`src/rtl/note_length_player.sv`:
```
// -----------------------------------------------------------------------------
// note_length_player
//
// Plays a stream of notes whose lengths (1..4 beats) come from an external
// LFSR length generator. Each note is followed by a fixed-length rest (gap).
// A run begins on start in IDLE and continues note after note until stop
// is seen. Stop never truncates the note or gap currently in progress.
//
// Sequence per note: FETCH (request a new random code) -> LATCH (capture it)
// -> PLAY (len beats) -> GAP (rest) -> FETCH again or IDLE.
//
// Handshake: enable_rand is a one-cycle advance request. rand_length must
// hold the new code by the following (LATCH) cycle. No ready/back-pressure.
//
// Ports
//   clk         in   single rising-edge clock
//   reset       in   synchronous active-high reset
//   start       in   level; begins a run when sampled high in IDLE
//   stop        in   level; clears the run flag in any state
//   rand_length in   2-bit length code (note length = code + 1 beats)
//   enable_rand out  one-cycle advance request to the LFSR (FETCH)
//   note_on     out  high while a note sounds (PLAY)
//   note_done   out  one-cycle pulse in the first GAP cycle
//   beats_left  out  beats remaining in the current note, incl. current beat
//   note_count  out  notes completed since reset, wraps 255 -> 0
//   busy        out  high in every state except IDLE
// -----------------------------------------------------------------------------
module note_length_player #(
   parameter int TICKS_PER_BEAT = 12500000,
   parameter int GAP_TICKS      = 2500000
) (
   input  logic       clk,
   input  logic       reset,
   input  logic       start,
   input  logic       stop,
   input  logic [1:0] rand_length,
   output logic       enable_rand,
   output logic       note_on,
   output logic       note_done,
   output logic [2:0] beats_left,
   output logic [7:0] note_count,
   output logic       busy
);

   // One tick counter serves both PLAY and GAP, so it is sized for the
   // longer of the two intervals.
   localparam int MAX_TICKS = (TICKS_PER_BEAT > GAP_TICKS) ? TICKS_PER_BEAT : GAP_TICKS;
   localparam int CW        = (MAX_TICKS > 1) ? $clog2(MAX_TICKS) : 1;
   localparam logic [CW-1:0] BEAT_LAST = CW'(TICKS_PER_BEAT - 1);
   localparam logic [CW-1:0] GAP_LAST  = CW'(GAP_TICKS - 1);

   typedef enum logic [2:0] {
      IDLE  = 3'd0,
      FETCH = 3'd1,
      LATCH = 3'd2,
      PLAY  = 3'd3,
      GAP   = 3'd4
   } state_t;

   state_t        state;
   state_t        state_next;
   logic          run;
   logic [CW-1:0] tick;
   logic          beat_end;
   logic          gap_end;
   logic          run_next;

   assign beat_end = (tick == BEAT_LAST);
   assign gap_end  = (tick == GAP_LAST);
   // A stop seen on the very last gap cycle still ends the run.
   assign run_next = run & ~stop;

   // State register
   always_ff @(posedge clk) begin
      if (reset) begin
         state <= IDLE;
      end else begin
         state <= state_next;
      end
   end

   // Next state and Moore outputs
   always_comb begin
      state_next  = state;
      enable_rand = 1'b0;
      note_on     = 1'b0;
      note_done   = 1'b0;
      busy        = 1'b1;
      case (state)
         IDLE: begin
            busy = 1'b0;
            if (start && !stop) begin
               state_next = FETCH;
            end
         end
         FETCH: begin
            enable_rand = 1'b1;
            state_next  = LATCH;
         end
         LATCH: begin
            state_next = PLAY;
         end
         PLAY: begin
            note_on = 1'b1;
            if (beat_end && (beats_left == 3'd1)) begin
               state_next = GAP;
            end
         end
         GAP: begin
            // The tick counter enters GAP at zero and only returns to zero
            // on leaving, so tick==0 marks the first gap cycle.
            note_done = (tick == '0);
            if (gap_end) begin
               state_next = run_next ? FETCH : IDLE;
            end
         end
         default: begin
            state_next = IDLE;
         end
      endcase
   end

   // Run flag, tick counter, beat counter, note counter
   always_ff @(posedge clk) begin
      if (reset) begin
         run        <= 1'b0;
         tick       <= '0;
         beats_left <= 3'd0;
         note_count <= 8'd0;
      end else begin
         if (stop) begin
            run <= 1'b0;
         end else if ((state == IDLE) && start) begin
            run <= 1'b1;
         end

         case (state)
            LATCH: begin
               tick       <= '0;
               beats_left <= {1'b0, rand_length} + 3'd1;
            end
            PLAY: begin
               if (beat_end) begin
                  tick       <= '0;
                  beats_left <= beats_left - 3'd1;
                  if (beats_left == 3'd1) begin
                     note_count <= note_count + 8'd1;
                  end
               end else begin
                  tick <= tick + 1'b1;
               end
            end
            GAP: begin
               if (gap_end) begin
                  tick <= '0;
               end else begin
                  tick <= tick + 1'b1;
               end
            end
            default: begin
               tick       <= '0;
               beats_left <= 3'd0;
            end
         endcase
      end
   end

endmodule

```
`config.mk`:
```
export PLATFORM = sky130hd
export DESIGN_NAME = note_length_player
export DESIGN_NICKNAME = d
export VERILOG_FILES = /design/src/rtl/note_length_player.sv
export SDC_FILE = /design/constraint.sdc
export NUM_CORES = 1
export LEC_CHECK = 0
export ABC_AREA = 0
export BUFFER_PORTS_ARGS = -buffer_cell sky130_fd_sc_hd__buf_4
export CAP_MARGIN = 10
export CORE_MARGIN = 4
export CORE_UTILIZATION = 40
export DETAILED_ROUTE_END_ITERATION = 10
export SYNTH_ARGS = -nofsm -noshare
export SYNTH_HDL_FRONTEND = slang
export SYNTH_SLANG_ARGS = --single-unit
```
`constraint.sdc`:
```
create_clock -name clk -period 2.7 [get_ports clk]
set_clock_uncertainty 0.1 [all_clocks]
set_input_delay 0.54 -clock clk [delete_from_list [all_inputs] [get_ports clk]]
set_output_delay 0.54 -clock clk [all_outputs]
set_load 0.02 [all_outputs]
```
* Word-level counts from Yosys, hierarchy flattened
Cells that the tools add are included.
Word-level totals: register bits after elaboration 39, input port bits 6, output and inout bits 15
Cells by class: add/sub/neg operators 4, equal/unequal tests 11, multiplexer cells 14, bitwise operators 3, reduce and logical (&&, ||, !) cells 10
Operators with widths (count):
- two-way mux 24 bit | 2
- case mux 24 bit (2 select lines) | 1
- adder 24 x 1 -> 24 bit (second input constant) | 1
- equality test 24 x 22 -> 1 bit (second input constant) | 1
- equality test 24 bit (second input constant) | 1
- logical NOT 24 bit | 1
- case mux 3 bit (5 select lines) | 1
- two-way mux 3 bit | 4
- case mux 3 bit (3 select lines) | 1
- adder 8 x 1 -> 8 bit (second input constant) | 1
- inequality test 2 bit (second input constant) | 4
- equality test 3 x 1 -> 1 bit (second input constant) | 2
- equality test 3 x 2 -> 1 bit (second input constant) | 2
- AND reduction 3 bit | 2
- two-way mux 1 bit | 5
- adder 2 x 1 -> 3 bit (second input constant) | 1
- equality test 3 bit (second input constant) | 1
- logical AND 1 bit | 3
- logical NOT 3 bit | 1
- subtractor 3 x 1 -> 3 bit (second input constant) | 1
- inverter 1 bit | 2
- AND reduction 2 bit | 1
- OR reduction 2 bit | 1
- bitwise AND 1 bit | 1
- logical NOT 1 bit | 1

* Logic depth before layout (Yosys ltp)
word-level depth 5, gate-level depth with buffers 7, mapped depth without buffers 6

* Worst setup path before layout
OpenSTA, ideal clock, no wires.
kind register to register, from register tick[9], to register tick[4], setup time 0.115 ns, arrival time 1.893 ns, data required time 2.485 ns, slack 0.592 ns, stages on the path, launching flop included 8, path buffers 2, clock period less this slack 2.108 ns, cells stage by stage dfxtp_1 clkbuf_1 or4_1 nor4_2 a211o_1 a21o_2 buf_4 nor2_1
Between the ends: longest elaborated chain between the ends 3, elaborated cells between the ends (all ways) 5, those cells by class 2 x eq/ne; 3 x mux
Ends and longest elaborated chain:
- start: declaration | line 63 | logic [CW-1:0] tick;
- start signal: assignment | line 150 | tick <= tick + 1'b1;
- start signal: assignment | line 157 | tick <= tick + 1'b1;
- equality test 24 x 22 -> 1 bit or equality test 24 bit (tied branches) | line 69, 68
- two-way mux 24 bit, on equally long branches | line 154, 143
- case mux 24 bit (2 select lines) (*) | line 137 | case (state)
Mark *: on every way between the ends. The rest lies on a longest branch, timed or not. A chain may end at the register's enable or synchronous reset.

* Worst setup path in the final report
from register tick[15], to output port note_done
Between the ends: longest elaborated chain between the ends 2
Ends and longest elaborated chain:
- logical NOT 24 bit | line 112 | note_done = (tick == '0);
- two-way mux 1 bit | line 89 | case (state)
- end: declaration | line 39 | output logic note_done,
No other way between the ends.

==> qor.csv <==
stage;metric;value;unit
run_status;status;completed;
final_layout;post-layout util;48.8;%
placed_design;placed insts;324;
final_layout;commonest non-fill, non-tap cell in the layout;dfxtp_1;
synthesis;synthesized flop and latch total;39;
die;core region area;4790;sq um
synthesis;part of the Yosys area used for sequential elements;38.9;%
worst_hold_path;Endpoint, Worst Hold;run;
cts;H-tree Lvls;2;
cts;CTS Buffer Depth;2;
timing;setup TNS;0;ns
timing;Tcrit/Tclk final;90.1;%
synthesis;cells after synthesis;243;
placed_design;dpl ws;0.290;ns
power_and_ir_drop;Static Leak;0.828;nW
global_route;largest net degree at the start of global routing;25;
die;I/O pin count;21;
synthesis;distinct cell type count after synthesis;41;
worst_setup_path;CP arrival;1.79;ns
timing;endpoints failing hold;0;
drt;Routed Wire Length;4280;microns
cts;hold_buf cts;0;
worst_hold_path;Hold Startpoint;stop;
synthesis;warning count from the yosys run;0;
drt;post-route ant nets;0;
job;max_cap viols;0;
placed_design;placer congestion estimate;0.828;
power_and_ir_drop;total power;1.15;mW
final_layout;most frequent cells in the layout;dfxtp_1, nor2_1, buf_4;
drt;Vias/cell;5.34;
power_and_ir_drop;PD cells;493;nW/um^2
cts;clock buffer count from CTS;5;
placed_design;Buffers on Ports;20;
drt;DR iter-0 viols;66;
synthesis;Post-synth EDFFs;0;
final_layout;fillers;485;
global_route;total gr overflow;0;
timing;WHS;0.316;ns
worst_hold_path;Hold Path Class;in2reg;
cts;CTS tree;built;
final_layout;layout cells sized above 1;14.7;%
worst_setup_path;Critical Path RT;2.06;ns
cts;Clk Latency, worst-skew pair;0.30;ns
worst_setup_path;worst reg2reg endpoint;note_count[7];
die;Die Area;6220;sq um
final_layout;Cell Count, Final, Fillers Out;332;
drt;Vias;1774;
worst_setup_path;R2R Setup Slk;0.30;ns
drt;routed len/inst;12.9;microns
die;Row Count;25;
worst_setup_path;CP Capture Type;output port;
cts;post-CTS sizing;0;
timing;RSZ-0062 raised after global routing;false;
cts;Clock transition at path regs;0.08;ns
final_layout;post-layout net count;276;
worst_setup_path;Critical Path Fanout Max;7;
timing;Worst slew margin;70.0;%
placed_design;placed instance area;2220;sq um
cts;Root Driver;clkbuf_8;
worst_hold_path;WHS Path Cells;2;
timing;Tightest Pin Transition;0.446;ns
die;Die Span Y;78.9;microns
global_route;antenna violations before repair;0;
worst_setup_path;FF-to-FF path depth;6;
drt;DR pass1 iterations;4;
global_route;gr usage total;15.4;%
placed_design;post-DP HPWL;3010;microns
synthesis;Net Count, Synth;255;
drt;# DRC;0;
synthesis;Top FF cell, synth;dfxtp_1;
worst_setup_path;RR Startpoint;tick[0];
timing;Max Freq;411;MHz
final_layout;Diodes inserted;0;
final_layout;cell area after layout;2340;sq um
timing;count of final setup violators;0;
final_layout;area grow syn2layout;16.4;%
worst_setup_path;WS Path Type;reg2out;
die;Initial Utilization;42.0;%
power_and_ir_drop;maximum VDD drop;0.000410;V
timing;Slew Viols, Final;0;
die;Chip Width;78.9;microns
synthesis;Syn Area/Cell;8.26;sq um
worst_setup_path;Startpoint Class;register;
synthesis;asr flop ratio synth;0;%
cts;Setup Fix Bufs, Post-CTS;0;
timing;final worst setup slack;0.266;ns
timing;fin crit period;2.43;ns
global_route;vias in the first global route;1658;
global_route;first-pass GRT wire length;7640;microns
synthesis;Cell Area, Synth;2010;sq um
cts;clock sinks;39;
-- power by group --
part           internal [mW]  total, mW  switching, mW
Sequential             0.580      0.590         0.0104
Combinational         0.0256     0.0548         0.0292
Clock                  0.299      0.507          0.208
Total                  0.905       1.15          0.248
-- cells in the mapped netlist (2+ instances only) --
cell	instances	share of area (%)
nor2b_1	2	0.62
xnor2_1	7	3.1
dfxtp_1	39	39
nand3_1	12	3.0
o21ai_0	2	0.50
clkbuf_1	7	1.3
inv_1	11	2.1
nand2_1	16	3.0
or3_1	5	1.6
and2_1	2	0.62
and3_1	3	0.93
xor2_1	16	7.0
ha_1	6	3.7
nor3b_1	2	0.75
nor2_1	36	6.7
mux2i_1	2	1.0
a21oi_1	12	3.0
nand4_1	18	5.6
o21ai_1	6	1.5
buf_4	2	0.75
or4_1	2	0.75
o31ai_1	2	0.75
nor4_1	7	2.2
nor3_1	7	1.7
and4_1	2	0.87
nand3b_1	2	0.75
-- sequential cells by signal, summed over array words and instances (netlist names) --
signal	flops
state	3
run	1
note_count	8
beats_left	3
tick	24
-- cells by family after synthesis --
kind of cell	synth area share [%]
xor+xnor	10.0
compound gates	8.66
simple gates	33.0
flops	38.9
fa+ha+maj	3.74
buf+inv	4.67
mux	0.997
-- worst max-delay path by stage --
stage / depth (start not counted) / startpoint / slack [ns] / to
3_3_place_gp: 6 / tick[0] / 0.32 / note_count[7]
6_report: 4 / tick[15] / 0.27 / note_done
5_1_grt: 6 / tick[0] / 0.06 / note_count[4]
3_5_place_dp: 6 / tick[0] / 0.29 / note_count[7]
4_1_cts: 4 / tick[15] / 0.28 / note_done
2_1_floorplan: 7 / tick[9] / 0.59 / tick[4]
-- area by class of cell --
class / count / area (sq um) / area share (%)
clock buffers: 6 / 82.6 / 3.53
clock inverters: 2 / 35.0 / 1.50
inverters: 11 / 41.3 / 1.77
multi-input cells: 183 / 1130 / 48.5
flip-flops and latches: 39 / 781 / 33.4
well taps: 67 / 83.8 / 3.59
repair buffers: 24 / 180 / 7.71
-- critical path, cell delays in order (launching register included) --
cell	delay, ns
dfxtp_1	0.39
nor4_1	0.46
nand3_1	0.18
nor3_1	0.28
buf_4	0.19
-- layer usage --
layer	up-vias	global-route usage (%)	part of all wire, %
li1	904	-	-
met1	822	20.4	48
met2	38	23.1	44
met3	10	3.97	5.5
met4	0	8.08	2.2
met5	-	0	0
Note: power is estimated with default switching activity, not from simulation.
